### config.mk
export PLATFORM = sky130hd
export DESIGN_NAME = sync_fifo
export DESIGN_NICKNAME = d
export VERILOG_FILES = /design/src/rtl/sync_fifo.sv
export SDC_FILE = /design/constraint.sdc
export NUM_CORES = 1
export LEC_CHECK = 0
export ABC_AREA = 1
export BUFFER_PORTS_ARGS = -buffer_cell sky130_fd_sc_hd__clkbuf_2
export CAP_MARGIN = 20
export CORE_ASPECT_RATIO = 0.7
export CORE_MARGIN = 2
export CORE_UTILIZATION = 50
export CTS_CLUSTER_SIZE = 40
export DETAILED_ROUTE_END_ITERATION = 16
export PLACE_DENSITY = 0.63
export SETUP_SLACK_MARGIN = 0.02
export SYNTH_ARGS = -nofsm -noshare
export SYNTH_HDL_FRONTEND = slang
export SYNTH_SLANG_ARGS = --single-unit
### constraint.sdc
create_clock -name clk -period 2.6 [get_ports clk]
set_clock_uncertainty 0.1 [all_clocks]
set_input_delay 0.39 -clock clk [delete_from_list [all_inputs] [get_ports clk]]
set_output_delay 0.39 -clock clk [all_outputs]
set_load 0.02 [all_outputs]
### src/rtl/sync_fifo.sv
// Single-clock FIFO with a registered read port.
// Storage is a plain register array; occupancy is tracked with an explicit
// count so empty/full are simple decodes of registered state.
module sync_fifo #(
  parameter int DATA_WIDTH = 8,
  parameter int DEPTH      = 16,
  parameter int ADDR_WIDTH = 4
) (
  input  logic                  clk,
  input  logic                  rst,
  input  logic                  wr_en,
  input  logic [DATA_WIDTH-1:0] data_in,
  input  logic                  rd_en,
  output logic [DATA_WIDTH-1:0] data_out,
  output logic                  empty,
  output logic                  full
);

  localparam logic [ADDR_WIDTH:0]   FULL_CNT = (ADDR_WIDTH+1)'(DEPTH);
  localparam logic [ADDR_WIDTH-1:0] PTR_ONE  = ADDR_WIDTH'(1);
  localparam logic [ADDR_WIDTH:0]   CNT_ONE  = (ADDR_WIDTH+1)'(1);

  logic [DATA_WIDTH-1:0] mem_q [DEPTH];

  logic [ADDR_WIDTH-1:0] wr_ptr_q, wr_ptr_d;
  logic [ADDR_WIDTH-1:0] rd_ptr_q, rd_ptr_d;
  logic [ADDR_WIDTH:0]   count_q,  count_d;
  logic [DATA_WIDTH-1:0] dout_q,   dout_d;

  logic wr_acc, rd_acc;

  assign empty    = (count_q == '0);
  assign full     = (count_q == FULL_CNT);
  assign data_out = dout_q;

  // Accept decode: a write while full is allowed only when paired with a read,
  // since the read frees the slot the write lands in (wr_ptr == rd_ptr).
  // A read while empty is never accepted, so stale storage is never shown.
  always_comb begin
    rd_acc = rd_en && !empty;
    wr_acc = wr_en && (!full || rd_acc);
  end

  // Next-state for pointers, count and output register.
  always_comb begin
    wr_ptr_d = wr_ptr_q;
    rd_ptr_d = rd_ptr_q;
    count_d  = count_q;
    dout_d   = dout_q;
    if (wr_acc) wr_ptr_d = wr_ptr_q + PTR_ONE;
    if (rd_acc) begin
      rd_ptr_d = rd_ptr_q + PTR_ONE;
      dout_d   = mem_q[rd_ptr_q];
    end
    case ({wr_acc, rd_acc})
      2'b10:   count_d = count_q + CNT_ONE;
      2'b01:   count_d = count_q - CNT_ONE;
      default: count_d = count_q;
    endcase
  end

  // Control and output registers; synchronous reset wins over any access.
  always_ff @(posedge clk) begin
    if (rst) begin
      wr_ptr_q <= '0;
      rd_ptr_q <= '0;
      count_q  <= '0;
      dout_q   <= '0;
    end else begin
      wr_ptr_q <= wr_ptr_d;
      rd_ptr_q <= rd_ptr_d;
      count_q  <= count_d;
      dout_q   <= dout_d;
    end
  end

  // Storage write; contents are not reset, reads are gated by count instead.
  always_ff @(posedge clk) begin
    if (!rst && wr_acc) mem_q[wr_ptr_q] <= data_in;
  end

endmodule

* Yosys cells after proc, flatten, opt, wreduce, memory -nomap -nowiden
Memories as Yosys holds them, arrays and structs flattened. A register that Yosys moved wholly into a read port is not among the register bits. Cells that the tools add are included.
Cells by class: add/subtract/negate cells 4, multipliers 0, div/mod/pow operators 0, magnitude comparators 0, eq/ne operators 3, shift operators 0, mux-type cells 3, bitwise logic cells 0, reduce and logical (&&, ||, !) cells 9
Operator list (count):
- $pmux W5 S2 | 1
- $add A4 B1 Y4 const B | 2
- $add A5 B1 Y5 const B | 1
- $eq A5 B5 Y1 const B | 1
- $logic_not A5 Y1 | 1
- $sub A5 B1 Y5 const B | 1
- $logic_and A1 B1 Y1 | 3
- $logic_not A1 Y1 | 3
- $eq A2 B1 Y1 const B | 1
- $eq A2 B2 Y1 const B | 1
- $mux W1 | 2
- $reduce_bool A2 Y1 | 1
- $logic_or A1 B1 Y1 | 1
Word-level totals: register bits 13, latch bits 0, memory bits (writable) 128, memory bits (read-only) 0, input port bits 12, output and inout port bits 10, memories kept 1
Memory list:
- mem_q | words 16, width 8, rd ports 1, clocked after memory_dff 1, wr ports 1, RTL line 23 | logic [DATA_WIDTH-1:0] mem_q [DEPTH];

* Longest topological paths before layout
word-level depth 8, mapped depth 13, gate-level depth less buffers 13

* Worst setup path after synthesis
Ideal clock, no wire load.
path kind register -> register, start register count_q[0], end register count_q[3], setup time 116 ps, data arrival time 1617 ps, data required time 2384 ps, slack 767 ps, stages on the path, launching flop included 13, buffers on the path 0, path through dfxtp_1 -> nor2_4 -> nand3_4 -> nand2_4 -> inv_4 -> nand2_2 -> inv_1 -> ha_1 -> a21oi_1 -> nand2_1 -> xor2_1 -> nor2_1 -> nor2_1
On the way: cells in the longest elaborated chain, start to end 7
RTL lines:
- from (decl) | RTL line 27 | logic [ADDR_WIDTH:0] count_q, count_d;
- from (signal assigned) | RTL line 72 | count_q <= count_d;
- $logic_not A5 Y1 | RTL line 32 | assign empty = (count_q == '0);
- $logic_not A1 Y1 | RTL line 40 | rd_acc = rd_en && !empty;
- $logic_and A1 B1 Y1 | RTL line 40
- $logic_or A1 B1 Y1 | RTL line 41 | wr_acc = wr_en && (!full || rd_acc);
- $logic_and A1 B1 Y1 | RTL line 41
- $eq A2 B1 Y1 or $eq A2 B2 Y1 (tied branches) | RTL line 55 | case ({wr_acc, rd_acc})
- $pmux W5 S2 or $reduce_bool A2 Y1 (tied branches)
Parallel ways exist; a longest one is shown, timed or not. A chain may end at the register's enable or synchronous reset.

* Worst setup path after layout
start register count_q[4], end register count_q[4]
The elaborated chain is that of the path after synthesis.

==> parameters.txt <==
Parameter                              Value

Outcome
  Outcome    complete, no violations

Timing
  RSZ-0062 raised after global routing    false
  Number of hold violations in the final report    0
  Count of pins over their slew limit    0
  Min Tclk post-route    2.17 ns
  Relative slew margins    49.8%
  Setup TNS Final    0 ns
  Final-report setup violation count    0
  Post-route clock period utilization    83.6%
  Transition time at the pin with the least slew margin    0.753 ns
  Fin Hold WS    0.218 ns
  Maximum operating frequency    460 MHz

Worst setup path
  Buffers & Inverters on Critical Path    2
  Arrival @ worst endpoint    2.38 ns
  Largest stage delay on the critical path    0.41 ns
  Class of the most critical setup path    reg2reg
  Worst Path Max Fanout    20
  Data required, critical path    2.81 ns
  Cells traversed along the worst timing path    inv_1 -> nand3_4 -> nand2_4 -> inv_4 -> nand2_2 -> fa_1 -> nand3b_1 -> nand3_1 -> nand2_1 -> a21oi_1 -> nor2_1
  Cell class contributing the biggest share of worst-path delay    simple AND/OR/NAND/NOR gates
  Kind of end point of the critical path    flop
  Cell at the slowest stage of the critical path    sky130_fd_sc_hd__fa_1
  Kind of start point of the critical path    flop

Power and ir drop
  Combinational share of power    22.5%
  Worst VDD drop    0.000490 V
  Sequential share of power    40.4%
  Leakage power total    3.20 nW
  Switching portion of total power    30.6%
  Part of the total power dissipated in the clock network    37.1%
  Cell area power density    912 mW/mm2
  Internal Pwr Total    4.77 mW
  Switching power of the nets    2.10 mW

Placement
  PortBufs    21
  Weighted congestion at the end of routability-driven global placement    0.938
  DP Wirelength    9.54 mm

Clock network
  Buffer count from post-CTS setup fixing    0
  Maximum number of buffers from clock root to sink    2
  Hold_buf cts    0
  Clock transition at the registers of the reported paths    0.06 ns
  CTS root buffer    sky130_fd_sc_hd__clkbuf_16
  PostCTS Resize Cnt    0
  TritonCTS clock tree    done
  Sinks on the clock net    149
  Number of buffers created by CTS    17
  H-tree level count    4
  Insertion delay to the later sink of the worst-skew pair    0.41 ns

Floorplanning
  Number of standard-cell rows in the floorplan    35
  Die Span X    142 um
  Height of the die    100 um
  Die Footprint    0.0142 mm2
  Number of top-level design ports    22
  Effective utilization at floorplan    50.8%
  Area inside the core boundary    0.0131 mm2

Cells and area
  Fin nets    717
  Seq. cell area    0.00427 mm2
  Area occupied by multi-input gates    0.00181 mm2
  Inserted Diodes    0
  Fraction of layout instances using a drive strength above 1    12.9%
  Area growth from synthesis to layout    13.7%
  Core Util, Final    57.7%
  Most frequent standard cell in the layout excluding fill and tap cells    sky130_fd_sc_hd__nand2_1
  Fillers    1104
  Commonest cells after routing, fill and taps aside    sky130_fd_sc_hd__nand2_1 (180), sky130_fd_sc_hd__edfxtp_1 (128), sky130_fd_sc_hd__nand3_1 (98)

Detailed routing
  Routed WL per cell    16.7 um
  Total length of routed wires    14.6 mm
  Via-to-Cell Ratio    5.20
  Detailed-routing iteration count for the pre-antenna-repair pass    4
  Number of nets still failing antenna checks after routing    0
  Detailed router's first-iteration violation count    357
  Post-route DRC    0
  Via count of the routed design    4542

Global route
  Largest net degree at the start of global routing    67
  Combined global-route utilization of all metal layers    21.9%
  Final global-route overflow total    0
  Via count of the first global-routing pass    4398
  Wire length of the first global-routing pass    23.2 mm
  Number of antenna violations at the first check in global routing    0

Synthesis
  Number of nets in the synthesized netlist    684
  Synth warn    0
  Synthesis-stage register bit count    149
  Post-synthesis cell count    663
  Cell area after synthesis    0.00663 mm2
  Mean instance size in the synthesized netlist    9.99 um2
  Sequential fraction of the synthesis area    64.4%
  Number of unique standard cell types used by synthesis    30

Worst hold path
  Hold WC Path Type    in2reg

Run
  Maximum Capacitance Violations    0
## layout make-up
type	instances	area share, %
Clock buffer	18	5.70
Clock inverter	13	2.43
Inverter	92	4.62
Multi-Input combinational cell	393	24.1
Sequential cell	149	56.6
Tap cell	166	2.76
Timing Repair Buffer	43	3.76
## power by group through the flow
stage                     Combinational [mW]  Sequential (mW)  Clock (mW)
after floorplan                         1.12             2.86           0
after global placement                  1.49             2.82           0
after detailed placement                1.53             2.83           0
after CTS                               1.54             2.78        2.58
after global routing                    1.73             2.78        2.67
final                                   1.54             2.78        2.55
## flip-flops by register name, indices dropped and copies added (netlist names)
signal / flops
rd_ptr_q: 4
wr_ptr_q: 4
mem_q: 128
data_out: 8
count_q: 5
## metal layers
metal	up-vias	share of wire (%)	GRT usage [%]	routed length, um
met5	-	0	0	0
met4	0	1.0	6.92	151
met3	15	6.1	4.91	889
met2	131	47	35.3	6800
met1	2170	46	29.8	6730
li1	2226	-	-	-
## kinds of logic after synthesis
family	count (synthesis)	synth area share (%)
simple gates	354	23.0
fa+ha+maj	9	1.81
compound gates	27	2.19
buf+inv	121	8.25
xor+xnor	3	0.397
flops	149	64.4
## metrics by stage
| stage | instance area (um2) | setup slack [ns] | power, mW | cells |
|---|---|---|---|---|
| finish | 7530 | 0.427 | 6.87 | 874 |
| global route | 7530 | 0.283 | 7.19 | 874 |
| CTS | 7530 | 0.444 | 6.89 | 874 |
| detailed placement | 6920 | 0.463 | 4.35 | 843 |
| global placement | 6920 | 0.516 | 4.31 | 843 |
| floorplan | 6630 | 0.767 | 3.98 | 663 |
## cell usage after synthesis
master                       n  area, um2
sky130_fd_sc_hd__inv_4       1       6.26
sky130_fd_sc_hd__buf_4       3       22.5
sky130_fd_sc_hd__nand3_2     3       30.0
sky130_fd_sc_hd__buf_6       7       78.8
sky130_fd_sc_hd__nand2_4     1       11.3
sky130_fd_sc_hd__a21oi_1     8       40.0
sky130_fd_sc_hd__nand2_1   180        676
sky130_fd_sc_hd__o21ai_1     8       40.0
sky130_fd_sc_hd__nor2_1     63        236
sky130_fd_sc_hd__buf_2      12       60.1
sky130_fd_sc_hd__ha_1        8        100
sky130_fd_sc_hd__o21ai_0     8       40.0
sky130_fd_sc_hd__inv_1      86        323
sky130_fd_sc_hd__xnor2_1     1       8.76
sky130_fd_sc_hd__fa_1        1       20.0
sky130_fd_sc_hd__xor2_1      2       17.5
sky130_fd_sc_hd__nand3b_1    1       7.51
sky130_fd_sc_hd__dfxtp_1    21        420
sky130_fd_sc_hd__nor2_2      1       6.26
sky130_fd_sc_hd__buf_8       1       15.0
sky130_fd_sc_hd__nand3_4     1       17.5
sky130_fd_sc_hd__o21bai_1    1       7.51
sky130_fd_sc_hd__nand2_2     4       25.0
sky130_fd_sc_hd__edfxtp_1  128       3840
sky130_fd_sc_hd__inv_2       3       11.3
sky130_fd_sc_hd__clkinv_1    2       7.51
sky130_fd_sc_hd__o21ai_2     2       17.5
sky130_fd_sc_hd__clkbuf_1    6       22.5
sky130_fd_sc_hd__nor2_4      2       22.5
sky130_fd_sc_hd__nand3_1    98        490
## worst reg2reg max path: stages, from the launching register on
cell	delay, ns
sky130_fd_sc_hd__dfxtp_1	0.38
sky130_fd_sc_hd__inv_1	0.10
sky130_fd_sc_hd__nand3_4	0.10
sky130_fd_sc_hd__nand2_4	0.08
sky130_fd_sc_hd__inv_4	0.19
sky130_fd_sc_hd__nand2_2	0.12
sky130_fd_sc_hd__fa_1	0.41
sky130_fd_sc_hd__nand3b_1	0.21
sky130_fd_sc_hd__nand3_1	0.10
sky130_fd_sc_hd__nand2_1	0.07
sky130_fd_sc_hd__a21oi_1	0.14
sky130_fd_sc_hd__nor2_1	0.06
## worst paths after layout
check                            startpoint          end  slack [ns]  cells past startpoint
worst max-delay path             count_q[4]   count_q[4]        0.43                     11
worst min-delay path                  wr_en  wr_ptr_q[1]        0.22                      3
worst max register to register   count_q[4]   count_q[4]        0.43                     11
worst min register to register  wr_ptr_q[3]  wr_ptr_q[3]        0.42                      2
Power figures use the tool's default switching activity.
